File: config.mk
export PLATFORM = sky130hd
export DESIGN_NAME = gsim_host
export DESIGN_NICKNAME = d
export VERILOG_FILES = /design/src/rtl/gsim_host.sv
export SDC_FILE = /design/constraint.sdc
export NUM_CORES = 1
export LEC_CHECK = 0
export ABC_CLOCK_PERIOD_IN_PS = 2470
export CAP_MARGIN = 20
export CORE_MARGIN = 10
export CORE_UTILIZATION = 55
export DETAILED_ROUTE_END_ITERATION = 10
export GPL_TIMING_DRIVEN = 0
export PLACE_DENSITY_LB_ADDON = 0.2
export SETUP_SLACK_MARGIN = 0.4
export SYNTH_ARGS = -nofsm -noshare
export SYNTH_HDL_FRONTEND = slang
export SYNTH_SLANG_ARGS = --single-unit
File: constraint.sdc
create_clock -name clk -period 2.47 [get_ports clk]
set_input_delay 0.247 -clock clk [delete_from_list [all_inputs] [get_ports clk]]
set_output_delay 0.247 -clock clk [all_outputs]
set_load 0.03 [all_outputs]
File: src/rtl/gsim_host.sv
// Host-side driver for the Gauss-Seidel solver core. It streams a preloaded
// b vector to the solver, then captures the returned x vector into a result
// buffer. A watchdog ends any transaction whose solver goes silent.
// Optional feature macro: GSIM_HOST_CSUM_EN (adds the csum output).
// Ports:
//   clk, reset_n            : clock, async active-low reset
//   start                   : one-cycle pulse, accepted only in IDLE/DONE
//   cfg_we/cfg_addr/cfg_data: b buffer write port (IDLE/DONE only)
//   in_en/b_in              : b stream to solver, N back-to-back words
//   out_valid/x_out         : x stream from solver, gaps allowed
//   rd_addr/rd_data         : result buffer read, 1-cycle registered
//   busy/done/timeout_err   : status; timeout_err meaningful while done=1
//   csum (optional)         : running sum of x words accepted this transaction
module gsim_host #(
  parameter int N       = 16,
  parameter int B_W     = 16,
  parameter int X_W     = 32,
  parameter int TIMEOUT = 4095
) (
  input  logic                 clk,
  input  logic                 reset_n,
  input  logic                 start,
  input  logic                 cfg_we,
  input  logic [$clog2(N)-1:0] cfg_addr,
  input  logic [B_W-1:0]       cfg_data,
  output logic                 in_en,
  output logic [B_W-1:0]       b_in,
  input  logic                 out_valid,
  input  logic [X_W-1:0]       x_out,
  input  logic [$clog2(N)-1:0] rd_addr,
  output logic [X_W-1:0]       rd_data,
  output logic                 busy,
  output logic                 done,
`ifdef GSIM_HOST_CSUM_EN
  output logic [X_W-1:0]       csum,
`endif
  output logic                 timeout_err
);

  localparam int AW  = $clog2(N);
  localparam int WDW = $clog2(TIMEOUT + 1);

  typedef enum logic [2:0] {
    S_IDLE,
    S_SEND,
    S_WAIT,
    S_COLLECT,
    S_DONE
  } state_t;

  state_t          r_state;
  logic [AW-1:0]   r_tx_cnt;
  logic [AW-1:0]   r_rx_cnt;
  logic [WDW-1:0]  r_wdog;
  logic [B_W-1:0]  r_b_buf [N];
  logic [X_W-1:0]  r_x_buf [N];

  logic            w_idle_or_done;
  logic            w_start_acc;
  logic            w_cfg_wr;
  logic            w_x_wr;
  logic            w_wdog_expired;

  assign w_idle_or_done = (r_state == S_IDLE) || (r_state == S_DONE);
  assign w_start_acc    = start && w_idle_or_done;
  assign w_cfg_wr       = cfg_we && w_idle_or_done;
  // rx_cnt is 0 throughout WAIT, so one write port serves WAIT and COLLECT.
  assign w_x_wr         = out_valid && ((r_state == S_WAIT) || (r_state == S_COLLECT));
  // Counter shows cycles already spent; the next edge is the TIMEOUT-th one.
  assign w_wdog_expired = (r_wdog == WDW'(TIMEOUT - 1));

  // Control FSM; all status outputs are registered here.
  always_ff @(posedge clk or negedge reset_n) begin
    if (!reset_n) begin
      r_state     <= S_IDLE;
      r_tx_cnt    <= '0;
      r_rx_cnt    <= '0;
      r_wdog      <= '0;
      in_en       <= 1'b0;
      b_in        <= '0;
      busy        <= 1'b0;
      done        <= 1'b0;
      timeout_err <= 1'b0;
    end else begin
      case (r_state)
        S_IDLE, S_DONE: begin
          if (start) begin
            r_state     <= S_SEND;
            r_tx_cnt    <= '0;
            r_rx_cnt    <= '0;
            r_wdog      <= '0;
            in_en       <= 1'b1;
            b_in        <= r_b_buf[0];
            busy        <= 1'b1;
            done        <= 1'b0;
            timeout_err <= 1'b0;
          end
        end
        S_SEND: begin
          if (r_tx_cnt == AW'(N - 1)) begin
            r_state <= S_WAIT;
            r_wdog  <= '0;
            in_en   <= 1'b0;
            b_in    <= '0;
          end else begin
            // Prefetch the next entry so b_in tracks tx_cnt cycle for cycle.
            r_tx_cnt <= r_tx_cnt + AW'(1);
            b_in     <= r_b_buf[r_tx_cnt + AW'(1)];
          end
        end
        S_WAIT: begin
          if (out_valid) begin
            r_state  <= S_COLLECT;
            r_rx_cnt <= AW'(1);
            r_wdog   <= '0;
          end else if (w_wdog_expired) begin
            r_state     <= S_DONE;
            busy        <= 1'b0;
            done        <= 1'b1;
            timeout_err <= 1'b1;
          end else begin
            r_wdog <= r_wdog + WDW'(1);
          end
        end
        S_COLLECT: begin
          if (out_valid) begin
            r_wdog <= '0;
            if (r_rx_cnt == AW'(N - 1)) begin
              r_state <= S_DONE;
              busy    <= 1'b0;
              done    <= 1'b1;
            end else begin
              r_rx_cnt <= r_rx_cnt + AW'(1);
            end
          end else if (w_wdog_expired) begin
            r_state     <= S_DONE;
            busy        <= 1'b0;
            done        <= 1'b1;
            timeout_err <= 1'b1;
          end else begin
            r_wdog <= r_wdog + WDW'(1);
          end
        end
        default: begin
          r_state <= S_IDLE;
          in_en   <= 1'b0;
          busy    <= 1'b0;
          done    <= 1'b0;
        end
      endcase
    end
  end

  // Buffer storage; contents survive reset by design.
  always_ff @(posedge clk) begin
    if (w_cfg_wr) begin
      r_b_buf[cfg_addr] <= cfg_data;
    end
    if (w_x_wr) begin
      r_x_buf[r_rx_cnt] <= x_out;
    end
  end

  // Registered read; a same-cycle write to the entry returns the old value.
  always_ff @(posedge clk or negedge reset_n) begin
    if (!reset_n) begin
      rd_data <= '0;
    end else begin
      rd_data <= r_x_buf[rd_addr];
    end
  end

`ifdef GSIM_HOST_CSUM_EN
  always_ff @(posedge clk or negedge reset_n) begin
    if (!reset_n) begin
      csum <= '0;
    end else if (w_start_acc) begin
      csum <= '0;
    end else if (w_x_wr) begin
      csum <= csum + x_out;
    end
  end
`endif

endmodule
==> results of run 1 <==
-- final cells by class --
cell class                      count  area share
Timing Repair Buffer              216     0.06677
Buffer                             82     0.01505
Tap cell                          765     0.02393
Antenna cell                        3   0.0001877
Clock inverter                     53     0.01370
Clock buffer                      106     0.05694
Sequential cell                   843      0.6237
Multi-Input combinational cell    638      0.1991
Inverter                            7   0.0006570
-- worst max-delay path by stage --
| stage | endpoint | startpoint | slack [ns] |
|---|---|---|---|
| final | b_in[6] | r_tx_cnt[0] | 0.21 |
| after detailed placement | b_in[12] | r_tx_cnt[1] | -0.99 |
| after CTS | b_in[8] | r_tx_cnt[0] | 0.17 |
| after floorplan | r_b_buf[1][0] | r_state[1] | 0.25 |
| after global placement | rd_data[30] | reset_n | -2.32 |
| after global routing | b_in[6] | r_tx_cnt[0] | 0.16 |
-- Yosys cell counts, types with 2 or more instances --
master | count | area [um2]
a211oi_1 | 33 | 247.7
a22o_1 | 2 | 17.52
mux2i_1 | 33 | 330.3
inv_1 | 7 | 26.28
buf_1 | 6 | 22.52
and2_1 | 15 | 93.84
and4_1 | 4 | 35.03
xnor2_1 | 9 | 78.83
o22ai_1 | 32 | 200.2
a2111oi_0 | 31 | 271.5
mux2_2 | 65 | 732.0
nand4_1 | 4 | 25.02
buf_4 | 2 | 15.01
a21oi_1 | 22 | 110.1
clkbuf_1 | 46 | 172.7
a21o_1 | 2 | 15.01
nand2b_1 | 6 | 37.54
edfxtp_1 | 768 | 23060
ha_1 | 7 | 87.58
nor2b_1 | 34 | 212.7
dfrtp_1 | 75 | 1877
or3b_1 | 2 | 17.52
or3_1 | 19 | 118.9
nor3_1 | 11 | 55.05
mux4_2 | 160 | 3603
o21ai_0 | 16 | 80.08
o31ai_1 | 2 | 15.01
nand3_1 | 9 | 45.04
buf_2 | 26 | 130.1
nand2_1 | 52 | 195.2
nor4_1 | 3 | 18.77
nor2_1 | 36 | 135.1
-- power by group through the flow --
stage / logic (mW) / registers [mW] / clock network, mW
finish: 9.37 / 16.6 / 13.0
global route: 9.83 / 16.7 / 13.7
CTS: 8.81 / 16.6 / 13.1
detailed placement: 6.68 / 16.9 / 0
global placement: 6.48 / 16.9 / 0
floorplan: 3.74 / 17.2 / 0
-- cell families after synthesis --
family / after synthesis / synth area share
DFF: 843 / 0.7718
and+or+nand+nor: 208 / 0.03501
xor gates and xnor gates: 10 / 0.002711
buffers and inverters: 89 / 0.01185
adders and majority gates: 7 / 0.002711
muxes: 259 / 0.1447
AOI/OAI and AO/OA: 145 / 0.03113
-- sequential cells by signal, indices dropped and copies added (netlist names) --
register	flops
b_in	16
busy	1
done	1
in_en	1
r_b_buf	256
r_rx_cnt	4
r_state	3
r_tx_cnt	4
r_wdog	12
r_x_buf	512
rd_data	32
timeout_err	1
-- critical path, stage by stage (launching register included) --
cell and delay (ns):
dfrtp_1 0.42, ha_4 0.20, xnor2_4 0.13, buf_12 0.15, or2_4 0.23, buf_8 0.14
buf_12 0.15, buf_8 0.14, o22ai_4 0.12, a2111oi_4 0.07, or3_1 0.40
-- layer usage --
| layer | up-vias | wire length [um] |
|---|---|---|
| li1 | 7085 | - |
| met1 | 9016 | 30820 |
| met2 | 824 | 43070 |
| met3 | 159 | 6319 |
| met4 | 6 | 2484 |
| met5 | - | 44 |
-- repair_timing --
item / in CTS / in global routing
hold buffers: 1 / 0
pin swaps: 45 / 20
buffers inserted: 61 / 16
endpoints found under the setup margin: 792 / 458
gates resized for setup: 213 / 56
endpoints found under the hold margin: 35 / 0
cloned: 9 / 1
==> reports/metrics.cfg, run 1 <==
[layout]
seq_area_um2=24940
multi_input_area_um2=7961
num-fill-cells=3558
fin_area_um2=39990
area_growth_pct=23.77
fin_cells=2713
mostFrequentLayoutCells=edfxtp_1, mux4_2, clkdlybuf4s50_1
finalNetCount=1941
fin_util=0.6905
layout-drive-gt1-share=0.3316
final_common_cell=edfxtp_1

[clock_tree]
cts_tree=built
cts_sinks=843
htree_num_levels=3
cts_root_buf=clkbuf_16
cts_buffer_depth=3
clk_latency_ns=0.65
clkSlewWorstSetupHoldPaths_ns=0.06
numCtsBuffers=85

[power]
seq_power_share=0.427
netSwitchingFraction=0.2893
p_int_mw=27.71
powerDensity_nw_per_um2=975.0
clkPwrFrac=0.333
ir_worst_vdd_mv=0.8293
total_power_mw=38.99
p_sw_mw=11.28
leakagePower_nw=13.11
power_frac_comb=0.240

[timing]
rsz0062_at_grt=yes
fin_skew_ns=0.02151
hold_ws_ns=0.1410
post-route-period-util=0.9164
relSlewSlack=0.3282
final.setup.tns_ns=0
fmax_ghz=0.4418
worst_pin_slew_ns=1.008
setup_viol=0
final_max_slew_viol_count=0
final_hold_viol_count=0
final.min_clock_period_ns=2.263
final.setup.worst_slack_ns=0.2066

[global_route]
grt_pass1_vias=17552
grt.total_usage=0.2340
grt_pass1_wl_um=119200
grt_overflow=0
gr-usage-met2=0.4036
top_usage_layer=met2
antenna_found_initial=5
use_met3=0.04343
grt_use_met1=0.2972
grt_max_degree=41

[floorplan]
io_pins=113
start_util=0.5579
core_um2=57920
dieArea_um2=68840
die_y_um=262.4
rows=88
die_x_um=262.4

[worst_setup_path]
r2r_start=r_tx_cnt[0]
critPathArrivalTime_ns=2.77
required_ns=2.97
r2r_cells=10
r2r-end=b_in[6]
rrSetupSlack_ns=0.21
crit_type=reg2reg
path_max_fanout=8
cp-start-kind=flip-flop
worst_setup_path_end_kind=flip-flop

[routing]
avgViaCountPerCell=6.299
drtPass1Iterations=5
wirelength_um=82740
vias=17090
drc=0
drtIter0Drc=1960
wl_per_cell_um=30.50
ant_nets=0

[synth]
syn_inst=1561
synth-seq-cells=843
async_flop_share=0.08897
synth_fp_nets=1629
ys_warn_count=0
synth_edf_count=768
syn_area_um2=32310
ys_types=54
synth_area_per_cell_um2=20.70
synth_ff_type=edfxtp_1
synth_seq_area_share=0.7718

[placed_design]
io_buffers=109
dpl.cell_count=2461
place_area_um2=34830
pre_cts_ws_ns=-0.9930
dpl.hpwl_um=45580
gp_congestion=0.8417

[worst_hold_path]
hold_path.class=in2async

[outcome]
status=completed

[job]
cap_violations=0

Power figures use the tool's default switching activity.
==> inputs of run 2 (changes only) <==
--- a/config.mk
+++ b/config.mk
@@ -7,12 +7,13 @@
 export LEC_CHECK = 0
 export ABC_CLOCK_PERIOD_IN_PS = 2470
 export CAP_MARGIN = 20
-export CORE_MARGIN = 10
+export CORE_MARGIN = 1.5
 export CORE_UTILIZATION = 55
 export DETAILED_ROUTE_END_ITERATION = 10
 export GPL_TIMING_DRIVEN = 0
 export PLACE_DENSITY_LB_ADDON = 0.2
 export SETUP_SLACK_MARGIN = 0.4
+export SLEW_MARGIN = 20
 export SYNTH_ARGS = -nofsm -noshare
 export SYNTH_HDL_FRONTEND = slang
 export SYNTH_SLANG_ARGS = --single-unit
==> reports/metrics.cfg, run 2 (synthesized netlist as in run 1, its figures left out) <==
[routing]
ant_nets=0  ; unchanged
wl_per_cell_um=30.31  ; was 30.50 um
drtIter0Drc=1823  ; was 1960
vias=17039  ; was 17090
avgViaCountPerCell=6.304  ; was 6.299
wirelength_um=81920  ; was 82740 um
drc=0  ; unchanged
drtPass1Iterations=5  ; unchanged

[placed_design]
dpl.cell_count=2451  ; was 2461
pre_cts_ws_ns=-0.9645  ; was -0.9930 ns
dpl.hpwl_um=42780  ; was 45580 um
io_buffers=109  ; unchanged
gp_congestion=0.8561  ; was 0.8417

[layout]
largest_reg_flops=512  ; unchanged
multi_input_area_um2=8207  ; was 7961 um2
area_growth_pct=23.47  ; was 23.77%
seq_area_um2=24940  ; unchanged
mostFrequentLayoutCells=edfxtp_1, mux4_2, clkdlybuf4s50_1  ; unchanged
reg.largest.list=r_x_buf (512), r_b_buf (256), rd_data (32)  ; unchanged
layout-drive-gt1-share=0.3290  ; was 0.3316
regMostFlops=r_x_buf  ; unchanged
num-fill-cells=3545  ; was 3558
finalNetCount=1940  ; was 1941
fin_cells=2703  ; was 2713
final_common_cell=edfxtp_1  ; unchanged

[floorplan]
dieArea_um2=60210  ; was 68840 um2
rows=88  ; unchanged
die_x_um=245.4  ; was 262.4 um
core_um2=57920  ; unchanged
die_y_um=245.4  ; was 262.4 um
start_util=0.5579  ; unchanged
io_pins=113  ; unchanged

[timing]
post-route-period-util=0.9271  ; was 0.9164
setup_viol=0  ; unchanged
rsz0062_at_grt=yes  ; unchanged
worst_pin_slew_ns=1.076  ; was 1.008 ns
final_max_slew_viol_count=0  ; unchanged
final.setup.worst_slack_ns=0.1800  ; was 0.2066 ns
fmax_ghz=0.4367  ; was 0.4418 GHz
final.min_clock_period_ns=2.290  ; was 2.263 ns
relSlewSlack=0.2825  ; was 0.3282
final_hold_viol_count=0  ; unchanged
fin_skew_ns=0.02477  ; was 0.02151 ns

[worst_setup_path]
r2r_cells=6  ; was 10
critPathMaxStageDelay_ns=0.57  ; was 0.42 ns
r2r_start=r_tx_cnt[0]  ; unchanged
worst_setup_path_end_kind=flip-flop  ; unchanged
cp_slowest_cell=a2111oi_4  ; was dfrtp_1
crit_chain=buf_2, buf_4, clkbuf_2, a211oi_2, a2111oi_4, or3_1  ; was ha_4, xnor2_4, buf_12, or2_4, buf_8, buf_12, buf_8, o22ai_4, a2111oi_4, or3_1
required_ns=3.04  ; was 2.97 ns
crit_type=reg2reg  ; unchanged
path_max_fanout=10  ; was 8
cp-start-kind=flip-flop  ; unchanged
rrSetupSlack_ns=0.18  ; was 0.21 ns
critPathArrivalTime_ns=2.86  ; was 2.77 ns
cp_top_family=buffers and inverters  ; was simple AND/OR/NAND/NOR gates
path_buf_inv=3  ; was 4
r2r-end=b_in[8]  ; was b_in[6]

[global_route]
grt_pass1_wl_um=118300  ; was 119200 um
grt_pass1_vias=17319  ; was 17552
grt.total_usage=0.2773  ; was 0.2340
grt_max_degree=54  ; was 41
antenna_found_initial=4  ; was 5
grt_overflow=0  ; unchanged

[clock_tree]
cts_buffer_depth=3  ; unchanged
cts_root_buf=clkbuf_16  ; unchanged
clk_latency_ns=0.65  ; about the same
cts_sinks=843  ; unchanged
cts_tree=built  ; unchanged
numCtsBuffers=82  ; was 85
clkSlewWorstSetupHoldPaths_ns=0.06  ; about the same
htree_num_levels=3  ; unchanged

[job]
cap_violations=0  ; unchanged

[worst_hold_path]
hold_path.class=in2async  ; unchanged

[power]
seq_power_share=0.432  ; was 0.427
ir_worst_vdd_mv=0.7163  ; was 0.8293 mV
clkPwrFrac=0.310  ; was 0.333
p_int_mw=27.07  ; was 27.71 mW
p_sw_mw=11.35  ; was 11.28 mW
leakagePower_nw=12.99  ; was 13.11 nW
total_power_mw=38.42  ; was 38.99 mW
powerDensity_nw_per_um2=963.0  ; was 975.0 nW/um2
power_frac_comb=0.257  ; was 0.240
netSwitchingFraction=0.2953  ; was 0.2893

[outcome]
status=completed  ; unchanged

-- run 2: cell count changes in the layout (fill, tap and decap cells not counted), moves of 6 or more --
cell | previous run | this run
a2111oi_4 | 8 | 14
buf_12 | 53 | 43
clkbuf_1 | 40 | 47
o22ai_4 | 12 | 19
-- run 2: worst max path at each step --
| stage | to | depth (start not counted) | slack (ns) | startpoint |
|---|---|---|---|---|
| after detailed placement | b_in[12] | 8 | -0.96 | r_tx_cnt[1] |
| final | b_in[8] | 6 | 0.18 | r_tx_cnt[0] |
| after global placement | rd_data[27] | 1 | -2.37 | reset_n |
| after global routing | b_in[8] | 6 | 0.12 | r_tx_cnt[0] |
| after floorplan | r_b_buf[1][0] | 4 | 0.25 | r_state[1] |
| after CTS | b_in[11] | 10 | 0.19 | r_tx_cnt[0] |
-- run 2: final cells by class --
type	instances	share of cell area
plain buffers	82	0.01499
well taps	765	0.02399
flip-flops and latches	843	0.6252
repair buffers	213	0.06624
inverters	7	0.0006586
diodes	2	0.0001255
clock inverters	37	0.007402
clock buffers	111	0.05567
multi-input cells	643	0.2057
-- run 2: routing by layer --
| metal | vias to the layer above | GRT usage | part of all wire | routed length (um) |
|---|---|---|---|---|
| li1 | 7086 | - | - | - |
| met1 | 8898 | 0.3646 | 0.38 | 30910 |
| met2 | 862 | 0.4606 | 0.50 | 41140 |
| met3 | 189 | 0.05249 | 0.077 | 6348 |
| met4 | 4 | 0.1122 | 0.043 | 3494 |
| met5 | - | 0 | 0.00033 | 27 |
-- run 2: power by group through the flow --
stage / Clock, mW / Sequential (mW) / Combinational [mW]
after floorplan: 0 / 17.2 / 3.74
after global placement: 0 / 16.9 / 6.52
after detailed placement: 0 / 16.9 / 6.75
after CTS: 12.0 / 16.6 / 9.28
after global routing: 12.6 / 16.6 / 10.4
final: 11.9 / 16.6 / 9.89
-- run 2: through the flow --
step	hold slack [ns]	cell area [um2]	utilization	TNS, ns
floorplan	-0.04859	32370	-	0
global placement	0.4672	34420	0.5943	-443.26
detailed placement	0.1238	34760	0.6002	-120.47
CTS	0.03029	39530	0.6826	0
global route	0.03806	39890	0.6888	0
finish	0.04109	39890	0.6888	0
-- run 2: repair_timing --
item	4_1_cts	5_1_grt
hold buffers	1	0
setup buffers	66	16
pin swaps	67	19
hold endpoints to repair	75	0
resized for setup	229	57
setup endpoints to repair	797	569
gates cloned	19	0
